--- config.mk ---
export PLATFORM = sky130hd
export DESIGN_NAME = wb_stage_ctrl
export DESIGN_NICKNAME = d
export VERILOG_FILES = /design/src/rtl/rv32_wb_pkg.sv /design/src/rtl/load_align_ext.sv /design/src/rtl/wb_stage_ctrl.sv
export SDC_FILE = /design/constraint.sdc
export NUM_CORES = 1
export LEC_CHECK = 0
export ABC_AREA = 1
export BUFFER_PORTS_ARGS = -buffer_cell sky130_fd_sc_hd__buf_2
export CAP_MARGIN = 20
export CORE_ASPECT_RATIO = 1.1
export CORE_UTILIZATION = 45
export CTS_CLUSTER_DIAMETER = 50
export DETAILED_ROUTE_END_ITERATION = 8
export PLACE_DENSITY = 0.77
export SYNTH_ARGS = -nofsm -noshare
export SYNTH_HDL_FRONTEND = slang
export SYNTH_HIERARCHICAL = 1
export SYNTH_SLANG_ARGS = --single-unit
--- constraint.sdc ---
create_clock -name clk -period 2.4 [get_ports clk]
set_input_delay 0.24 -clock clk [delete_from_list [all_inputs] [get_ports clk]]
set_output_delay 0.24 -clock clk [all_outputs]
set_load 0.01 [all_outputs]
--- src/rtl/rv32_wb_pkg.sv ---
// rtl/rv32_wb_pkg.sv - shared types and load constants for the RV32I writeback stage
package rv32_wb_pkg;

  typedef enum logic [1:0] {
    WB_ALU = 2'd0,
    WB_MEM = 2'd1,
    WB_PC4 = 2'd2,
    WB_IMM = 2'd3
  } wb_sel_e;

  typedef enum logic [1:0] {
    ST_IDLE     = 2'd0,
    ST_WAIT_MEM = 2'd1,
    ST_WRITE    = 2'd2
  } wb_state_e;

  localparam logic [2:0] F3_LB  = 3'b000;
  localparam logic [2:0] F3_LH  = 3'b001;
  localparam logic [2:0] F3_LW  = 3'b010;
  localparam logic [2:0] F3_LBU = 3'b100;
  localparam logic [2:0] F3_LHU = 3'b101;

endpackage

--- src/rtl/load_align_ext.sv ---
// rtl/load_align_ext.sv - extracts, aligns and extends load data; flags misaligned accesses
module load_align_ext
  import rv32_wb_pkg::*;
#(
  parameter int XLEN = 32
) (
  input  logic [XLEN-1:0] rdata,
  input  logic [2:0]      funct3,
  input  logic [1:0]      addr_lo,
  output logic [XLEN-1:0] data,
  output logic            misalign
);

  logic [7:0]  byte_v;
  logic [15:0] half_v;

  assign byte_v = rdata[{addr_lo, 3'b000} +: 8];
  assign half_v = rdata[{addr_lo[1], 4'b0000} +: 16];

  // Unknown funct3 values fall through to the word path.
  always_comb begin
    data     = rdata;
    misalign = 1'b0;
    case (funct3)
      F3_LB:  data = {{(XLEN-8){byte_v[7]}}, byte_v};
      F3_LBU: data = {{(XLEN-8){1'b0}}, byte_v};
      F3_LH: begin
        data     = {{(XLEN-16){half_v[15]}}, half_v};
        misalign = addr_lo[0];
      end
      F3_LHU: begin
        data     = {{(XLEN-16){1'b0}}, half_v};
        misalign = addr_lo[0];
      end
      F3_LW: begin
        data     = rdata;
        misalign = (addr_lo != 2'b00);
      end
      default: begin
        data     = rdata;
        misalign = (addr_lo != 2'b00);
      end
    endcase
  end

endmodule

--- src/rtl/wb_stage_ctrl.sv ---
// rtl/wb_stage_ctrl.sv - registered writeback stage with variable-latency load wait
// Optional forwarding outputs enabled by defining WB_BYPASS_EN.
module wb_stage_ctrl
  import rv32_wb_pkg::*;
#(
  parameter int XLEN        = 32,
  parameter int REGADDR_W   = 5,
  parameter int MEM_TIMEOUT = 15
) (
  input  logic                 clk,
  input  logic                 rst,
  input  logic                 in_valid,
  output logic                 in_ready,
  input  logic [1:0]           wb_sel,
  input  logic                 rd_we,
  input  logic [REGADDR_W-1:0] rd_addr,
  input  logic [2:0]           funct3,
  input  logic [1:0]           addr_lo,
  input  logic [XLEN-1:0]      alu_result,
  input  logic [XLEN-1:0]      pc,
  input  logic [XLEN-1:0]      imm,
  input  logic                 dmem_rvalid,
  input  logic [XLEN-1:0]      dmem_rdata,
  output logic                 rf_we,
  output logic [REGADDR_W-1:0] rf_waddr,
  output logic [XLEN-1:0]      rf_wdata,
  output logic                 err,
  output logic                 byp_valid,
  output logic [REGADDR_W-1:0] byp_addr,
  output logic [XLEN-1:0]      byp_data
);

  localparam int CNT_W = (MEM_TIMEOUT < 16) ? 4 : $clog2(MEM_TIMEOUT + 1);

  wb_state_e state, state_nxt;

  logic                 accept, is_load, timeout;
  logic                 ld_we;
  logic [REGADDR_W-1:0] ld_addr;
  logic [2:0]           ld_f3;
  logic [1:0]           ld_lo;
  logic [CNT_W-1:0]     cnt;
  logic [XLEN-1:0]      ld_data, wb_result;
  logic                 ld_misalign;

  load_align_ext #(.XLEN(XLEN)) u_align (
    .rdata    (dmem_rdata),
    .funct3   (ld_f3),
    .addr_lo  (ld_lo),
    .data     (ld_data),
    .misalign (ld_misalign)
  );

  assign accept  = in_valid & in_ready;
  assign is_load = (wb_sel_e'(wb_sel) == WB_MEM);
  assign timeout = (state == ST_WAIT_MEM) && !dmem_rvalid && (cnt == CNT_W'(MEM_TIMEOUT - 1));

  always_comb begin
    case (wb_sel_e'(wb_sel))
      WB_PC4:  wb_result = pc + XLEN'(4);
      WB_IMM:  wb_result = imm;
      default: wb_result = alu_result;
    endcase
  end

  always_ff @(posedge clk) begin
    if (rst) state <= ST_IDLE;
    else     state <= state_nxt;
  end

  always_comb begin
    state_nxt = state;
    case (state)
      ST_WAIT_MEM: begin
        if (dmem_rvalid)  state_nxt = ld_misalign ? ST_IDLE : ST_WRITE;
        else if (timeout) state_nxt = ST_IDLE;
      end
      default: begin
        if (accept) state_nxt = is_load ? ST_WAIT_MEM : ST_WRITE;
        else        state_nxt = ST_IDLE;
      end
    endcase
  end

  always_comb begin
    in_ready = (state != ST_WAIT_MEM);
  end

  // Datapath registers: write port, captured load context, timeout counter, sticky error.
  always_ff @(posedge clk) begin
    if (rst) begin
      rf_we    <= 1'b0;
      rf_waddr <= '0;
      rf_wdata <= '0;
      err      <= 1'b0;
      cnt      <= '0;
      ld_we    <= 1'b0;
      ld_addr  <= '0;
      ld_f3    <= '0;
      ld_lo    <= '0;
    end else begin
      rf_we <= 1'b0;
      if (state == ST_WAIT_MEM) begin
        if (dmem_rvalid) begin
          if (ld_misalign) begin
            err <= 1'b1;
          end else if (ld_we && (ld_addr != '0)) begin
            rf_we    <= 1'b1;
            rf_waddr <= ld_addr;
            rf_wdata <= ld_data;
          end
        end else if (timeout) begin
          err <= 1'b1;
        end else begin
          cnt <= cnt + 1'b1;
        end
      end else begin
        if (dmem_rvalid) err <= 1'b1;
        if (accept) begin
          if (is_load) begin
            ld_we   <= rd_we;
            ld_addr <= rd_addr;
            ld_f3   <= funct3;
            ld_lo   <= addr_lo;
            cnt     <= '0;
          end else if (rd_we && (rd_addr != '0)) begin
            rf_we    <= 1'b1;
            rf_waddr <= rd_addr;
            rf_wdata <= wb_result;
          end
        end
      end
    end
  end

`ifdef WB_BYPASS_EN
  logic byp_early;
  assign byp_early = (state == ST_WAIT_MEM) && dmem_rvalid && !ld_misalign &&
                     ld_we && (ld_addr != '0);
  assign byp_valid = byp_early | rf_we;
  assign byp_addr  = byp_early ? ld_addr : rf_waddr;
  assign byp_data  = byp_early ? ld_data : rf_wdata;
`else
  assign byp_valid = 1'b0;
  assign byp_addr  = '0;
  assign byp_data  = '0;
`endif

endmodule

### Word-level counts from Yosys, hierarchy flattened

Index checks and enable logic that the tools add are counted.

| cells by class | value |
|---|---|
| $add $sub $neg | 2 |
| eq/ne operators | 17 |
| shift operators | 2 |
| mux-type cells | 40 |
| bitwise operators | 2 |
| reduce and logical (&&, ||, !) cells | 20 |

Operators with widths:

| cell | number |
|---|---|
| 2-to-1 mux 32 bit | 7 |
| one-hot mux 32 bit (4 select lines) | 1 |
| one-hot mux 32 bit (2 select lines) | 1 |
| 2-to-1 mux 5 bit | 7 |
| adder 32 x 3 -> 32 bit, second input constant | 1 |
| variable part select 32 x 6 -> 16 bit | 1 |
| variable part select 32 x 6 -> 8 bit | 1 |
| 2-to-1 mux 4 bit | 5 |
| 2-to-1 mux 1 bit | 12 |
| 2-to-1 mux 2 bit | 6 |
| nonzero test 2 bit | 6 |
| nonzero test 5 bit | 2 |
| != test 2 bit, second input constant | 4 |
| equality test 3 bit, second input constant | 2 |
| != test 2 x 1 -> 1 bit, second input constant | 3 |
| != test 3 bit, second input constant | 2 |
| AND reduction 3 bit | 2 |
| AND reduction 6 bit | 1 |
| adder 4 x 1 -> 4 bit, second input constant | 1 |
| equality test 2 x 1 -> 1 bit, second input constant | 2 |
| equality test 2 bit, second input constant | 2 |
| equality test 4 bit, second input constant | 1 |
| logical AND 1 bit | 4 |
| AND reduction 4 bit | 1 |
| other kinds (7) | 8 |

| storage, ports and cells | value |
|---|---|
| flip-flop bits (word level) | 56 |
| output and inout port bits | 78 |
| word-level logic and storage cells | 93 |

### Longest topological paths before layout

| logic depth | value |
|---|---|
| word-level depth | 6 |
| gate-level depth with buffers | 13 |
| mapped depth without buffers | 12 |

### By module

Netlist, hierarchy kept.

By module, submodules not included:

| module | times used | cells an instance | area an instance (um^2) | seq. area each (um^2) |
|---|---|---|---|---|
| wb_stage_ctrl | 1 | 668 | 4058.9 | 1121.1 |
| load_align_ext | 1 | 193 | 942.2 | 0.0 |

### Worst setup path before layout

No wires, ideal clock.

| timing | value |
|---|---|
| kind | register to register |
| start point | register ld_lo[1] |
| end point | register rf_wdata[7] |
| library setup time | 71 ps |
| arrival | 1619 ps |
| data required time | 2329 ps |
| setup slack | 711 ps |
| stages on the path, launching flop included | 13 |
| path buffers | 3 |
| clock period less this slack | 1689 ps |
| cells stage by stage | dfxtp_1 > buf_6 > inv_1 > buf_2 > o22ai_1 > nor3_4 > nand3_2 > nand2_4 > inv_2 > buf_6 > nor2_1 > nand2_1 > a21oi_1 |

| on the way | value |
|---|---|
| elaborated cells between the ends (all ways) | 11 |

RTL lines:

| item | line | RTL |
|---|---|---|
| start: declaration | wb_stage_ctrl.sv:41 | `logic [1:0] ld_lo;` |
| start signal: assignment | wb_stage_ctrl.sv:124 | `ld_lo <= addr_lo;` |
| nonzero test 2 bit | load_align_ext.sv:37, load_align_ext.sv:41 |  |
| one-hot mux 1 bit (2 select lines) | load_align_ext.sv:24 | `case (funct3)` |
| named net ld_misalign | wb_stage_ctrl.sv:44 | `logic ld_misalign;` |
| != test 2 bit (no line) | - |  |
| AND reduction 6 bit (no line) | - |  |
| end signal: assignment | wb_stage_ctrl.sv:110 | `rf_wdata <= ld_data;` |
| end signal: assignment | wb_stage_ctrl.sv:129 | `rf_wdata <= wb_result;` |
| end: declaration | wb_stage_ctrl.sv:26 | `output logic [XLEN-1:0] rf_wdata,` |

The timed path passes the listed nets, and every way through them passes these cells. The select of a mux whose other input is x is not followed.
A chain may end at the register's enable or synchronous reset.

### Worst setup path after layout

| timing | value |
|---|---|
| start point | register ld_f3[0] |
| end point | register rf_wdata[16] |

| on the way | value |
|---|---|
| elaborated cells between the ends (all ways) | 14 |

RTL lines:

| item | line | RTL |
|---|---|---|
| start: declaration | wb_stage_ctrl.sv:40 | `logic [2:0] ld_f3;` |
| start signal: assignment | wb_stage_ctrl.sv:123 | `ld_f3 <= funct3;` |
| equality test 3 x 1 -> 1 bit, or another cell as far along | load_align_ext.sv:24 |  |
| OR reduction 2 bit (no line) | - |  |
| one-hot mux 1 bit (2 select lines) * | load_align_ext.sv:24 |  |
| named net ld_misalign | wb_stage_ctrl.sv:44 |  |
| != test 2 bit (no line) * | - |  |
| AND reduction 6 bit (no line) * | - |  |

The timed path passes the listed nets; every way through them passes the cells marked *. The select of a mux whose other input is x is not followed.

==> impl_metrics.ini <==
[run_status]
run_status = completed

[sta]
finalWorstPathRequiredPeriod_ns = 2.13
count_of_final_max_slew_check_failures = 0
layout_worst_path_cycle_share_pct = 88.8
max_clock_freq_ghz = 0.469
finClkSkew_ns = 0.00848
setup_viol_count_final = 0
worst_slew_margin_rel_pct = 54.9
tightest_slew_ns = 0.676
tns_ns = 0
timing.final.hold_violations = 0
grt_setup_unrepaired = false

[yosys]
syn_area_per_cell_um2 = 5.81
yosys_register_bits = 56
yosysUniqueCellTypes = 38
synth_enable_flop_cells = 0
synthArstFlopShare_pct = 0
ys_dominant_reg_cell = sky130_fd_sc_hd__dfxtp_1
ys_top_cells_by_area = sky130_fd_sc_hd__dfxtp_1, sky130_fd_sc_hd__nand2_1, sky130_fd_sc_hd__nor2_1
post_synth_instance_area_um2 = 5000
yosysWarnings = 6
netlist.area_leader.share_pct = 22.4
ys_seq_area_share_pct = 22.4
number_of_instances_in_the_synthesized_netlist = 861
most_area_hungry_cell_type_in_the_yosys_netlist = sky130_fd_sc_hd__dfxtp_1

[global_routing]
grt.met1_usage_pct = 37.7
grt_pass1_wl_um = 27600
antenna_found_initial = 1
first_global_vias = 5587
grt_remaining_overflow = 0
grt_use_met2_pct = 52.8
gr-usage-all-layers_pct = 31.1
busiest_layer = met2
globalRouteMet3Util_pct = 4.55
grt_max_degree = 46

[critical_path]
ff2ff_path_depth = 8
timing.critical_path.required_ns = 2.62
worst_setup_path_end_kind = flip-flop
r2r-start = ld_f3[0]
timing.critical_path.slowest_stage_cell = sky130_fd_sc_hd__dfxtp_1
crit_path_max_fanout = 45
crit_path_max_incr_delay_ns = 0.37
cp.arrival_ns = 2.35
crit-reg2reg-capture = rf_wdata[16]
crit_type = reg2reg
r2r_slack_ns = 0.27
timing.critical_path.from_type = flip-flop
worstPathCellList = nor2_2 > o22ai_1 > nor3_4 > nand3_2 > nand2_4 > buf_4 > o21ai_0 > a21oi_1

[clock_network]
clockBufferDepth = 2
numClockSinks = 56
post_cts.resized_instances = 0
cts_max_level = 2
post_cts_buffers = 0
source_to_sink_clock_delay_at_the_later_pin_of_the_worst_skew_pair_ns = 0.30
root_buffer = sky130_fd_sc_hd__clkbuf_16
cts_hold_buffers = 0
total_clock_buffers_created_by_cts = 5
tritoncts_clock_tree = done
reg_clk_slew_reported_paths_ns = 0.07

[hold_path]
hold_path.class = in2reg
holdCritStartpoint = funct3[2]
worstHoldPathCells = 3
hold_end = ld_f3[2]

[route]
antenna_left = 0
dr_total_vias = 6132
detail_route.iter0.violations = 383
detail_route.drc_violations = 0
route.final.wire_length_um = 18000
viasPerCell = 5.21
drtPass1Iterations = 6
wl_per_cell_um = 15.3

[floorplan]
dieArea_um2 = 11500
fp.dieW_um = 103
floorplan.io_pins = 223
fp-row-count = 40
design.core.area_um2 = 10900
die-height_um = 113
floorplan.initialDensity_pct = 46.0

[run]
max-cap-violations = 0

[power]
power_frac_clock_pct = 29.2
max-vdd-ir-drop_v = 0.000555
p_total_mw = 2.58
static_power_due_to_leakage_nw = 3.11
cell_internal_pwr_mw = 1.67
seq_power_share_pct = 39.2
comb_power_share_pct = 31.7
powerDensity_nw_per_um2 = 430
p_sw_mw = 0.908
p_sw_share_pct = 35.2

[layout]
finalNetCount = 1176
drive_above_1_share_pct = 24.1
antenna_cells_inserted = 0
area_growth_syn_to_layout_pct = 20.0

[place]
finalWeightedCongestion = 0.975
port-buffer-count = 184
detailedPlacementHpwl_um = 14300
-- flip-flops by register name (all words and copies together), names as in the netlist --
register  flops
state         2
ld_f3         3
rf_wdata     32
ld_lo         2
cnt           4
ld_addr       5
err           1
rf_waddr      5
rf_we         1
ld_we         1
-- metal layers --
layer / part of all wire, % / up-vias
met5: 0 / -
met4: 4.6 / 0
met3: 8.3 / 57
met2: 48 / 289
met1: 39 / 2737
li1: - / 3049
-- cells in the mapped netlist (12+ instances only) --
| cell type | number |
|---|---|
| sky130_fd_sc_hd__inv_1 | 66 |
| sky130_fd_sc_hd__buf_2 | 13 |
| sky130_fd_sc_hd__nand3_1 | 70 |
| sky130_fd_sc_hd__a21oi_1 | 40 |
| sky130_fd_sc_hd__nand2_1 | 282 |
| sky130_fd_sc_hd__clkbuf_1 | 18 |
| sky130_fd_sc_hd__dfxtp_1 | 56 |
| sky130_fd_sc_hd__nand3_2 | 12 |
| sky130_fd_sc_hd__o21ai_0 | 50 |
| sky130_fd_sc_hd__nor2_1 | 113 |
| sky130_fd_sc_hd__buf_4 | 39 |
| sky130_fd_sc_hd__or2_2 | 12 |
| sky130_fd_sc_hd__a221oi_1 | 22 |
-- cells by family after synthesis --
group	synth area share, %
AND/OR/NAND/NOR	44.2
buffers and inverters	15.7
AO/OA/AOI/OAI	16.6
flip-flops	22.4
adder cells (fa/ha/maj)	0.751
XOR/XNOR	0.350
other	0.0750
-- stage by stage --
stage	utilization, %	setup WS [ns]	cell area (um^2)	hold WS (ns)	instances
floorplan	-	0.711	5140	0.389	898
global placement	53.8	0.347	5850	0.439	1168
detailed placement	53.8	0.294	5850	0.444	1168
CTS	55.2	0.281	6000	0.200	1176
global route	55.2	0.0412	6000	0.203	1176
finish	55.2	0.270	6000	0.198	1176
-- area by class of cell --
class	count	area, um^2
fillers	1207	4860
clock buffers	5	125
inverters	71	267
multi-input cells	694	3240
flip-flops and latches	56	1120
repair buffers	200	1040
clock inverters	3	26.3
well taps	147	184
-- critical path: cells and delay by family (launching register included) --
kind                   cells  cell delay, ns
buffers and inverters      1            0.35
AOI/OAI and AO/OA          3            0.54
and+or+nand+nor            4            0.76
DFF                        1            0.37
-- placed cells by master (no fill, tap or decap), drive strengths merged --
cell      Yosys  layout
buf          59     200
a21oi        40      40
o211ai        9       9
o21ai        50      50
nor3          5       5
or2          14      14
nand4         4       4
nand3        82      82
clkinvlp      0       2
a221oi       22      22
o21a          1       1
nor2        119     119
clkbuf       18       5
ha            3       3
a31oi         7       7
xor2          2       2
o21bai        5       5
inv          70      71
conb          1      38
dfxtp        56      56
clkinv        1       1
a211oi        1       1
and3          1       1
nand2       287     287
a22o          1       1
nand3b        1       1
o22ai         2       2
-- power groups by stage --
stage	clock network, mW	logic, mW	registers, mW
5_1_grt	0.797	0.904	1.02
6_report	0.752	0.817	1.01
3_5_place_dp	0	0.806	1.03
2_1_floorplan	0	0.513	1.05
4_1_cts	0.760	0.810	1.01
3_3_place_gp	0	0.803	1.03
-- how the worst max path moves through the flow --
| stage | startpoint | to | slack [ns] | cells after the start |
|---|---|---|---|---|
| 2_1_floorplan | ld_lo[1] | rf_wdata[7] | 0.71 | 12 |
| 3_3_place_gp | ld_f3[1] | rf_wdata[3] | 0.35 | 9 |
| 3_5_place_dp | ld_f3[1] | rf_wdata[6] | 0.29 | 9 |
| 4_1_cts | ld_f3[1] | rf_wdata[16] | 0.28 | 8 |
| 5_1_grt | ld_f3[1] | rf_wdata[1] | 0.04 | 9 |
| 6_report | ld_f3[0] | rf_wdata[16] | 0.27 | 8 |
(Power assumes the default switching activity.)
